[config.mk]
export PLATFORM = sky130hd
export DESIGN_NAME = uart_command_initiator_flat
export DESIGN_NICKNAME = d
export VERILOG_FILES = /design/src/rtl/uart_command_initiator_if.sv /design/src/rtl/uart_command_initiator.sv /design/src/flat_wrapper.sv
export SDC_FILE = /design/constraint.sdc
export NUM_CORES = 1
export LEC_CHECK = 0
export CAP_MARGIN = 5
export CORE_MARGIN = 2
export CORE_UTILIZATION = 57
export DETAILED_ROUTE_END_ITERATION = 10
export DONT_BUFFER_PORTS = 1
export GPL_TIMING_DRIVEN = 0
export PLACE_DENSITY = 0.8
export SYNTH_ARGS = -nofsm -noshare
export SYNTH_HDL_FRONTEND = slang
export SYNTH_SLANG_ARGS = --single-unit
export TNS_END_PERCENT = 30
[constraint.sdc]
create_clock -name clk -period 2.6 [get_ports clk]
set_input_delay 0.52 -clock clk [delete_from_list [all_inputs] [get_ports clk]]
set_output_delay 0.52 -clock clk [all_outputs]
set_load 0.02 [all_outputs]
[src/rtl/uart_command_initiator_if.sv]
// Command, UART byte-stream and response signals of the UART command initiator.
// The master modport is the initiator's view; slave is the host/PHY side.
interface uart_command_initiator_if #(
   parameter int DATA_WIDTH     = 8,
   parameter int ADDRESS_WIDTH  = 4,
   parameter int FUNCTION_WIDTH = 4
);
   logic                        cmd_valid;
   logic                        cmd_ready;
   logic [1:0]                  cmd_type;
   logic [ADDRESS_WIDTH-1:0]    cmd_address;
   logic [DATA_WIDTH-1:0]       cmd_data;
   logic [DATA_WIDTH-1:0]       cmd_operand_a;
   logic [DATA_WIDTH-1:0]       cmd_operand_b;
   logic [FUNCTION_WIDTH-1:0]   cmd_function;
   logic [DATA_WIDTH-1:0]       tx_data;
   logic                        tx_data_valid;
   logic                        tx_busy;
   logic [DATA_WIDTH-1:0]       rx_data;
   logic                        rx_data_valid;
   logic                        rx_parity_error;
   logic                        rx_frame_error;
   logic [2*DATA_WIDTH-1:0]     response_data;
   logic                        response_valid;
   logic                        response_error;

   modport master (
      input  cmd_valid, cmd_type, cmd_address, cmd_data, cmd_operand_a, cmd_operand_b,
             cmd_function, tx_busy, rx_data, rx_data_valid, rx_parity_error, rx_frame_error,
      output cmd_ready, tx_data, tx_data_valid, response_data, response_valid, response_error
   );

   modport slave (
      output cmd_valid, cmd_type, cmd_address, cmd_data, cmd_operand_a, cmd_operand_b,
             cmd_function, tx_busy, rx_data, rx_data_valid, rx_parity_error, rx_frame_error,
      input  cmd_ready, tx_data, tx_data_valid, response_data, response_valid, response_error
   );
endinterface

[src/rtl/uart_command_initiator.sv]
// Host-side command master: serializes one command frame to a byte UART
// transmitter, then collects 0/1/2 response bytes with a per-byte timeout.
module uart_command_initiator #(
   parameter int DATA_WIDTH     = 8,
   parameter int ADDRESS_WIDTH  = 4,
   parameter int FUNCTION_WIDTH = 4,
   parameter int TIMEOUT_CYCLES = 65535
) (
   input  logic                    clk,
   input  logic                    reset,
   uart_command_initiator_if.master bus
);
   localparam int TIMER_W = (TIMEOUT_CYCLES > 2) ? $clog2(TIMEOUT_CYCLES) : 1;
   localparam logic [1:0] CMD_WRITE   = 2'b00;
   localparam logic [1:0] CMD_READ    = 2'b01;
   localparam logic [1:0] CMD_ALU     = 2'b10;
   localparam logic [1:0] CMD_ALU_NOP = 2'b11;

   typedef enum logic [2:0] {
      S_IDLE          = 3'd0,
      S_SEND          = 3'd1,
      S_WAIT_ACCEPT   = 3'd2,
      S_WAIT_TX_DONE  = 3'd3,
      S_WAIT_RESPONSE = 3'd4,
      S_DONE          = 3'd5
   } state_e;

   function automatic logic [DATA_WIDTH-1:0] frame_byte(
      input logic [1:0]            ctype,
      input logic [2:0]            idx,
      input logic [DATA_WIDTH-1:0] addr_ext,
      input logic [DATA_WIDTH-1:0] wdata,
      input logic [DATA_WIDTH-1:0] op_a,
      input logic [DATA_WIDTH-1:0] op_b,
      input logic [DATA_WIDTH-1:0] func_ext
   );
      logic [DATA_WIDTH-1:0] b;
      b = '0;
      case (ctype)
         CMD_WRITE: case (idx)
            3'd0:    b = DATA_WIDTH'(8'hAA);
            3'd1:    b = addr_ext;
            default: b = wdata;
         endcase
         CMD_READ: case (idx)
            3'd0:    b = DATA_WIDTH'(8'hBB);
            default: b = addr_ext;
         endcase
         CMD_ALU: case (idx)
            3'd0:    b = DATA_WIDTH'(8'hCC);
            3'd1:    b = op_a;
            3'd2:    b = op_b;
            default: b = func_ext;
         endcase
         CMD_ALU_NOP: case (idx)
            3'd0:    b = DATA_WIDTH'(8'hDD);
            default: b = func_ext;
         endcase
         default: b = '0;
      endcase
      return b;
   endfunction

   function automatic logic [2:0] byte_count(input logic [1:0] ctype);
      case (ctype)
         CMD_WRITE:   return 3'd3;
         CMD_READ:    return 3'd2;
         CMD_ALU:     return 3'd4;
         CMD_ALU_NOP: return 3'd2;
         default:     return 3'd2;
      endcase
   endfunction

   function automatic logic [1:0] resp_count(input logic [1:0] ctype);
      case (ctype)
         CMD_WRITE: return 2'd0;
         CMD_READ:  return 2'd1;
         default:   return 2'd2;
      endcase
   endfunction

   state_e                  state_q, state_d;
   logic [1:0]              type_q, type_d;
   logic [DATA_WIDTH-1:0]   addr_q, addr_d, data_q, data_d, op_a_q, op_a_d, op_b_q, op_b_d;
   logic [DATA_WIDTH-1:0]   func_q, func_d;
   logic [2:0]              byte_idx_q, byte_idx_d;
   logic                    rx_idx_q, rx_idx_d;
   logic [TIMER_W-1:0]      timer_q, timer_d;
   logic                    err_q, err_d;
   logic [2*DATA_WIDTH-1:0] resp_data_q, resp_data_d;
   logic                    cmd_ready_q, cmd_ready_d, tx_valid_q, tx_valid_d;
   logic [DATA_WIDTH-1:0]   tx_data_q, tx_data_d;
   logic                    resp_valid_q, resp_valid_d, resp_err_q, resp_err_d;

   // State, captured command, response datapath and registered outputs.
   always_ff @(posedge clk or negedge reset) begin
      if (!reset) begin
         state_q      <= S_IDLE;
         type_q       <= 2'b00;
         addr_q       <= '0;
         data_q       <= '0;
         op_a_q       <= '0;
         op_b_q       <= '0;
         func_q       <= '0;
         byte_idx_q   <= 3'd0;
         rx_idx_q     <= 1'b0;
         timer_q      <= '0;
         err_q        <= 1'b0;
         resp_data_q  <= '0;
         cmd_ready_q  <= 1'b1;
         tx_valid_q   <= 1'b0;
         tx_data_q    <= '0;
         resp_valid_q <= 1'b0;
         resp_err_q   <= 1'b0;
      end else begin
         state_q      <= state_d;
         type_q       <= type_d;
         addr_q       <= addr_d;
         data_q       <= data_d;
         op_a_q       <= op_a_d;
         op_b_q       <= op_b_d;
         func_q       <= func_d;
         byte_idx_q   <= byte_idx_d;
         rx_idx_q     <= rx_idx_d;
         timer_q      <= timer_d;
         err_q        <= err_d;
         resp_data_q  <= resp_data_d;
         cmd_ready_q  <= cmd_ready_d;
         tx_valid_q   <= tx_valid_d;
         tx_data_q    <= tx_data_d;
         resp_valid_q <= resp_valid_d;
         resp_err_q   <= resp_err_d;
      end
   end

   // Next-state and datapath update.
   always_comb begin
      state_d     = state_q;
      type_d      = type_q;
      addr_d      = addr_q;
      data_d      = data_q;
      op_a_d      = op_a_q;
      op_b_d      = op_b_q;
      func_d      = func_q;
      byte_idx_d  = byte_idx_q;
      rx_idx_d    = rx_idx_q;
      timer_d     = timer_q;
      err_d       = err_q;
      resp_data_d = resp_data_q;
      case (state_q)
         S_IDLE: begin
            if (bus.cmd_valid) begin
               state_d     = S_SEND;
               type_d      = bus.cmd_type;
               addr_d      = DATA_WIDTH'(bus.cmd_address);
               data_d      = bus.cmd_data;
               op_a_d      = bus.cmd_operand_a;
               op_b_d      = bus.cmd_operand_b;
               func_d      = DATA_WIDTH'(bus.cmd_function);
               byte_idx_d  = 3'd0;
               rx_idx_d    = 1'b0;
               err_d       = 1'b0;
               resp_data_d = '0;
            end else begin
               state_d = S_IDLE;
            end
         end
         S_SEND: begin
            if (!bus.tx_busy) begin
               state_d = S_WAIT_ACCEPT;
            end else begin
               state_d = S_SEND;
            end
         end
         S_WAIT_ACCEPT: begin
            if (bus.tx_busy) begin
               state_d = S_WAIT_TX_DONE;
            end else begin
               state_d = S_WAIT_ACCEPT;
            end
         end
         S_WAIT_TX_DONE: begin
            if (!bus.tx_busy) begin
               byte_idx_d = byte_idx_q + 3'd1;
               if (byte_idx_d < byte_count(type_q)) begin
                  state_d = S_SEND;
               end else if (resp_count(type_q) == 2'd0) begin
                  state_d = S_DONE;
               end else begin
                  state_d = S_WAIT_RESPONSE;
                  timer_d = '0;
               end
            end else begin
               state_d = S_WAIT_TX_DONE;
            end
         end
         S_WAIT_RESPONSE: begin
            // A byte arriving on the expiry cycle wins over the timeout.
            if (bus.rx_data_valid) begin
               timer_d = '0;
               err_d   = err_q | bus.rx_parity_error | bus.rx_frame_error;
               if (rx_idx_q) begin
                  resp_data_d[2*DATA_WIDTH-1:DATA_WIDTH] = bus.rx_data;
               end else begin
                  resp_data_d[DATA_WIDTH-1:0] = bus.rx_data;
               end
               if (({1'b0, rx_idx_q} + 2'd1) == resp_count(type_q)) begin
                  state_d = S_DONE;
               end else begin
                  rx_idx_d = 1'b1;
               end
            end else if (timer_q == TIMER_W'(TIMEOUT_CYCLES - 1)) begin
               state_d = S_DONE;
               err_d   = 1'b1;
            end else begin
               timer_d = timer_q + TIMER_W'(1);
            end
         end
         S_DONE:  state_d = S_IDLE;
         default: state_d = S_IDLE;
      endcase
   end

   // Output next values follow the upcoming state so every output is a flop.
   always_comb begin
      cmd_ready_d  = (state_d == S_IDLE);
      tx_valid_d   = (state_d == S_WAIT_ACCEPT);
      resp_valid_d = (state_d == S_DONE);
      if ((state_q == S_SEND) && (state_d == S_WAIT_ACCEPT)) begin
         tx_data_d = frame_byte(type_q, byte_idx_q, addr_q, data_q, op_a_q, op_b_q, func_q);
      end else begin
         tx_data_d = tx_data_q;
      end
      if (state_d == S_DONE) begin
         resp_err_d = err_d;
      end else begin
         resp_err_d = 1'b0;
      end
   end

   assign bus.cmd_ready      = cmd_ready_q;
   assign bus.tx_data        = tx_data_q;
   assign bus.tx_data_valid  = tx_valid_q;
   assign bus.response_data  = resp_data_q;
   assign bus.response_valid = resp_valid_q;
   assign bus.response_error = resp_err_q;
endmodule

[src/flat_wrapper.sv]
// flat-port wrapper written by rule: the top's interface ports become plain ports
module uart_command_initiator_flat 
#(
   parameter int DATA_WIDTH     = 8,
   parameter int ADDRESS_WIDTH  = 4,
   parameter int FUNCTION_WIDTH = 4,
   parameter int TIMEOUT_CYCLES = 65535
)
  (clk, reset, bus_cmd_valid, bus_cmd_type, bus_cmd_address, bus_cmd_data, bus_cmd_operand_a, bus_cmd_operand_b, bus_cmd_function, bus_tx_busy, bus_rx_data, bus_rx_data_valid, bus_rx_parity_error, bus_rx_frame_error, bus_cmd_ready, bus_tx_data, bus_tx_data_valid, bus_response_data, bus_response_valid, bus_response_error);
  uart_command_initiator_if #(.DATA_WIDTH(DATA_WIDTH), .ADDRESS_WIDTH(ADDRESS_WIDTH), .FUNCTION_WIDTH(FUNCTION_WIDTH)) bus_i ();
  input  logic clk;
  input  logic reset;
  input wire logic [$bits(bus_i.cmd_valid)-1:0] bus_cmd_valid;
  input wire logic [$bits(bus_i.cmd_type)-1:0] bus_cmd_type;
  input wire logic [$bits(bus_i.cmd_address)-1:0] bus_cmd_address;
  input wire logic [$bits(bus_i.cmd_data)-1:0] bus_cmd_data;
  input wire logic [$bits(bus_i.cmd_operand_a)-1:0] bus_cmd_operand_a;
  input wire logic [$bits(bus_i.cmd_operand_b)-1:0] bus_cmd_operand_b;
  input wire logic [$bits(bus_i.cmd_function)-1:0] bus_cmd_function;
  input wire logic [$bits(bus_i.tx_busy)-1:0] bus_tx_busy;
  input wire logic [$bits(bus_i.rx_data)-1:0] bus_rx_data;
  input wire logic [$bits(bus_i.rx_data_valid)-1:0] bus_rx_data_valid;
  input wire logic [$bits(bus_i.rx_parity_error)-1:0] bus_rx_parity_error;
  input wire logic [$bits(bus_i.rx_frame_error)-1:0] bus_rx_frame_error;
  output wire logic [$bits(bus_i.cmd_ready)-1:0] bus_cmd_ready;
  output wire logic [$bits(bus_i.tx_data)-1:0] bus_tx_data;
  output wire logic [$bits(bus_i.tx_data_valid)-1:0] bus_tx_data_valid;
  output wire logic [$bits(bus_i.response_data)-1:0] bus_response_data;
  output wire logic [$bits(bus_i.response_valid)-1:0] bus_response_valid;
  output wire logic [$bits(bus_i.response_error)-1:0] bus_response_error;
  assign bus_i.cmd_valid = bus_cmd_valid;
  assign bus_i.cmd_type = bus_cmd_type;
  assign bus_i.cmd_address = bus_cmd_address;
  assign bus_i.cmd_data = bus_cmd_data;
  assign bus_i.cmd_operand_a = bus_cmd_operand_a;
  assign bus_i.cmd_operand_b = bus_cmd_operand_b;
  assign bus_i.cmd_function = bus_cmd_function;
  assign bus_i.tx_busy = bus_tx_busy;
  assign bus_i.rx_data = bus_rx_data;
  assign bus_i.rx_data_valid = bus_rx_data_valid;
  assign bus_i.rx_parity_error = bus_rx_parity_error;
  assign bus_i.rx_frame_error = bus_rx_frame_error;
  assign bus_cmd_ready = bus_i.cmd_ready;
  assign bus_tx_data = bus_i.tx_data;
  assign bus_tx_data_valid = bus_i.tx_data_valid;
  assign bus_response_data = bus_i.response_data;
  assign bus_response_valid = bus_i.response_valid;
  assign bus_response_error = bus_i.response_error;
  uart_command_initiator #(.DATA_WIDTH(DATA_WIDTH), .ADDRESS_WIDTH(ADDRESS_WIDTH), .FUNCTION_WIDTH(FUNCTION_WIDTH), .TIMEOUT_CYCLES(TIMEOUT_CYCLES)) u_core (.clk(clk), .reset(reset), .bus(bus_i));
endmodule
---- Word-level counts from Yosys, hierarchy flattened ----
Cells that the tools add are included.
Widths: inputs -> output; s select.
storage, ports and cells
  flip-flop bits (word level) ............. 86
  bits of input ports ..................... 49
  output and inout bits ................... 28
operators by class
  $add $sub $neg .......................... 3
  $lt $le $gt $ge ......................... 1
  eq/ne operators ......................... 22
  mux-type cells .......................... 47
  bitwise operators ....................... 2
  reduce and logical (&&, ||, !) cells .... 16
operators by type and width
  kind                   number
  $mux 16                7
  $pmux 16 s2            2
  $mux 8                 4
  $pmux 8 s4             1
  $mux 3                 9
  $pmux 8 s3             1
  $add 16x1->16 const B  1
  $eq 16x16->1 const B   1
  $pmux 8 s2             1
  $pmux 3 s5             1
  $ne 2x2->1 const B     7
  $eq 3x2->1 const B     4
  $mux 2                 6
  $reduce_and 4->1       3
  $mux 1                 10
  $logic_not 3->1        3
  $pmux 3 s3             1
  $eq 3x1->1 const B     2
  $eq 3x3->1 const B     2
  $pmux 3 s2             1
  $reduce_bool 2->1      3
  $reduce_and 5->1       1
  $eq 2x2->1 const B     2
  $logic_not 2->1        2
  other kinds (14)       16

---- Logic depth before layout (Yosys ltp) ----
  word-level depth ........................ 16
  gate-level depth with buffers ........... 9
  gate-level depth less buffers ........... 8

---- Worst setup path after synthesis ----
No wires, ideal clock.
  path kind ............................... register -> register
  from .................................... register u_core.byte_idx_q[0]
  to ...................................... register u_core.timer_q[4]
  arrival time ............................ 2.460 ns
  required time ........................... 2.534 ns
  path slack .............................. 0.074 ns
  stages on the path, launching flop included .. 10
  clock period less this slack ............ 2.526 ns
  cells stage by stage .................... dfrtp_1 ha_1 xor2_1 ha_1 nor3_1 o31ai_4 and2_1 buf_2 or4_1 nand2_1
on the way
  longest elaborated chain between the ends .. 4
RTL lines
  element                            RTL line                       source
  start: declaration                 uart_command_initiator.sv:86   logic [2:0] byte_idx_q, byte_idx_d;
  start signal: assignment           uart_command_initiator.sv:123  byte_idx_q <= byte_idx_d;
  $add 3x1->3                        uart_command_initiator.sv:184  byte_idx_d = byte_idx_q + 3'd1;
  $lt 3x3->1                         uart_command_initiator.sv:185  if (byte_idx_d < byte_count(type_q)) begin
  $ne 2x2->1 (no source line)        -
  $reduce_and 5->1 (no source line)  -
  end signal: assignment             uart_command_initiator.sv:125  timer_q <= timer_d;
  end: declaration                   uart_command_initiator.sv:88   logic [TIMER_W-1:0] timer_q, timer_d;
Every way passes these cells.
A chain may end at the register's enable or synchronous reset.

---- Worst setup path after layout ----
  from .................................... register u_core.byte_idx_q[0]
  to ...................................... register u_core.timer_q[5]
Same word-level chain as after synthesis.

==> metrics.md <==
| Metric | Value |
|---|---|
| Non-Filler Instances | `560` |
| Final ANT Viol Nets | `0` |
| Filler cell count | `609` |
| Die area | `0.00810 mm2` |
| Vias in the first global route | `3333` |
| Net Sw Frac | `0.400` |
| Cells after Synth | `438` |
| Die Wd | `90.0 um` |
| Hold/Removal Path Class | `input port to asynchronous set/reset pin` |
| Worst EP required | `2840 ps` |
| I/O pin cnt | `77` |
| Largest net degree at the start of global routing | `86` |
| Placed cells | `537` |
| Count leader, synth | `nand2_1` |
| Clk slew on worst S/H paths | `80 ps` |
| CTS H-tree depth | `3` |
| Number of remaining DRC errors | `0` |
| Max Cap Viol | `0` |
| Buf+Inv Stages, Crit Path | `1` |
| RR Endpoint | `u_core.timer_q[5]` |
| Power per cell area | `1100 mW/mm2` |
| CTS Sinks | `86` |
| WL final | `9.50 mm` |
| Lkg Pwr | `2.21 nW` |
| RSZ-0062 raised after global routing | `true` |
| Worst skew pair latency | `350 ps` |
| Hold slack final | `62.7 ps` |
| Vias/cell | `5.79` |
| # diodes | `0` |
| GRT overflow | `0` |
| Slew of the pin with the lowest slew margin | `881 ps` |
| Period utilisation layout | `0.995` |
| Reg2reg path depth | `9` |
| Layout cells sized above 1 | `0.141` |
| Crit-path cells | `ha_2 -> xor2_1 -> ha_1 -> o22ai_2 -> o31ai_4 -> o21ai_4 -> buf_6 -> or2_4 -> o41ai_4` |
| Post-synthesis instance area | `0.00422 mm2` |
| Clock buffer depth | `2` |
| First-pass DRT Iterations | `4` |
| Reg-to-reg startpoint | `u_core.byte_idx_q[0]` |
| Worst clock skew | `7.98 ps` |
| Slew Limit Fails | `0` |
| Avg Cell Area, Syn | `9.63 um2` |
| CP max FO | `6` |
| Flop pwr share | `0.428` |
| Slew margin rel. | `0.412` |
| Core area | `0.00721 mm2` |
| Cell family with most CP delay | `compound AO/OA/AOI/OAI gates` |
| Comb power frac | `0.378` |
| Initial antenna violation count | `0` |
| Yosys warns | `0` |
| Cell Rows | `31` |
| Minimum clock period | `2590 ps` |
| DP Worst Slack | `-171 ps` |
| Ys flop type | `dfrtp_1` |
| Biggest cell delay along the critical path | `480 ps` |
| GRT Total Usage | `0.242` |
| Layout Nets | `514` |
| CP Launch Type | `flop` |
| Total clock buffers created by CTS | `9` |
| Die Y | `90.0 um` |
| Global-route wire length before repair | `15.8 mm` |
| Sw Pwr | `2.05 mW` |
| CP endpoint kind | `flop` |
| GP Congestion | `0.880` |
| Slack of the worst reg-to-reg path | `10 ps` |
| CTS tree | `built` |
| Final setup margin | `12.8 ps` |
| Hold Violations, Final | `0` |
| Synth cell types | `56` |
| WL/cell | `17.0 um` |
| Post-synth top area cell | `dfrtp_1` |
| Crit path kind | `flop to flop` |
| Post-synth EDFFs | `0` |
| Root Driver | `clkbuf_8` |
| Status | `complete, no violations` |
| DRT iter0 DRCs | `207` |
| VDD IR max | `635 uV` |
| Async SR Flop Fraction | `1.00` |
| CP arrival | `2830 ps` |
| Slowest CP cell | `o31ai_4` |
| DR vias | `3240` |
| P_int | `3.07 mW` |
| Detailed placement HPWL | `6.67 mm` |
| Sequential area share after synthesis | `0.511` |
| Port bufs | `0` |
| Placed cell area | `0.00434 mm2` |
| Flops & latches, synth | `86` |
| Synth area leaders | `dfrtp_1 (50%), nand2_1 (11%), mux2_2 (4.8%), ha_1 (2.4%), and2_1 (1.9%)` |
| Commonest cells in the netlist | `nand2_1 (121), dfrtp_1 (85), nor2_1 (21), mux2_2 (18), clkbuf_1 (14)` |
| Final Setup Violations | `0` |
| Share of the synthesized area in the top cell type | `0.504` |
| Area growth syn-to-layout | `10.6%` |
| Clock share of power | `0.194` |
| Max Fclk | `0.387 GHz` |
| Final instance area | `0.00467 mm2` |
| Initial core utilization | `0.585` |
| Syn_nets | `495` |
## logic make-up (layout without fill, tap and decap cells)
logic type,count (synthesis),count (layout),share of synthesized area
flip-flops,86,86,0.511
adder cells (fa/ha/maj),8,8,0.0237
XOR/XNOR,5,5,0.0104
buffers and inverters,29,52,0.0306
multiplexers,22,22,0.0575
AND/OR/NAND/NOR,211,211,0.231
AO/OA/AOI/OAI,77,77,0.136
## flip-flops by register name (all words and copies together), names as in the netlist
signal / cells
u_core.type_q: 2
u_core.bus.response_error: 1
u_core.bus.tx_data: 8
u_core.bus.response_valid: 1
u_core.state_q: 3
u_core.byte_idx_q: 3
u_core.func_q: 4
u_core.err_q: 1
u_core.rx_idx_q: 1
u_core.op_a_q: 8
u_core.data_q: 8
u_core.bus.tx_data_valid: 1
u_core.bus.response_data: 16
u_core.timer_q: 16
u_core.addr_q: 4
u_core.bus.cmd_ready: 1
u_core.op_b_q: 8
## final cells by class
class                      instances  area, um2  share of cell area
buffer                            19       91.3              0.0196
clock buffer                      10        128              0.0274
clock inverter                     5       75.1              0.0161
inverter                           9       33.8             0.00724
multi-input combinational        323       1970               0.422
sequential                        86       2150               0.462
tap                               99        124              0.0265
timing repair buffer               9       90.1              0.0193
## stage by stage
stage	setup TNS, ps	power, mW	utilization
6_report	0	5.12	0.647
5_1_grt	-227	5.47	0.647
4_1_cts	0	5.06	0.640
3_5_place_dp	-262	3.97	0.602
3_3_place_gp	-96.1	3.89	0.602
2_1_floorplan	0	3.51	-
## placed cells by master (no fill, tap or decap), types with 9 or more instances in the layout
cell and n:
and2_1 13, clkbuf_8 9, a21oi_1 10, o21ai_0 10, inv_1 9, nand2_1 121, nor2_1 21, dfrtp_1 85
nand3_1 12, clkbuf_1 14, mux2_2 18
## power groups by stage
stage / Combinational [mW] / Sequential, mW / Clock (mW)
2_1_floorplan: 1.44 / 2.08 / 0
6_report: 1.94 / 2.19 / 0.990
5_1_grt: 2.19 / 2.23 / 1.05
4_1_cts: 1.89 / 2.16 / 1.00
3_3_place_gp: 1.71 / 2.17 / 0
3_5_place_dp: 1.78 / 2.19 / 0
## repair_timing
item / 4_1_cts / 5_1_grt
endpoints found under the setup margin: 5 / 6
setup buffers: 3 / 4
cloned: 0 / 0
hold endpoints to repair: 85 / 0
hold buffers: 2 / 0
pin swaps: 1 / 6
resized for setup: 2 / 4
## routing by layer
layer	wire length, um	up-vias	track usage	part of all wire
met4	131	0	0.0769	0.014
met5	0	-	0	0
met2	4900	80	0.424	0.52
met3	441	15	0.0495	0.046
li1	-	1551	-	-
met1	4030	1594	0.301	0.42
## how the worst max path moves through the flow
stage | start | to | slack (ps) | cells after the start
floorplan | u_core.byte_idx_q[0] | u_core.timer_q[4] | 70 | 9
global placement | u_core.byte_idx_q[0] | u_core.timer_q[4] | -100 | 9
detailed placement | u_core.byte_idx_q[0] | u_core.timer_q[4] | -170 | 9
CTS | u_core.byte_idx_q[2] | u_core.timer_q[5] | 20 | 9
global route | u_core.byte_idx_q[0] | u_core.timer_q[15] | -70 | 8
finish | u_core.byte_idx_q[0] | u_core.timer_q[5] | 10 | 9
No activity file was read; power rests on OpenSTA's default activity.
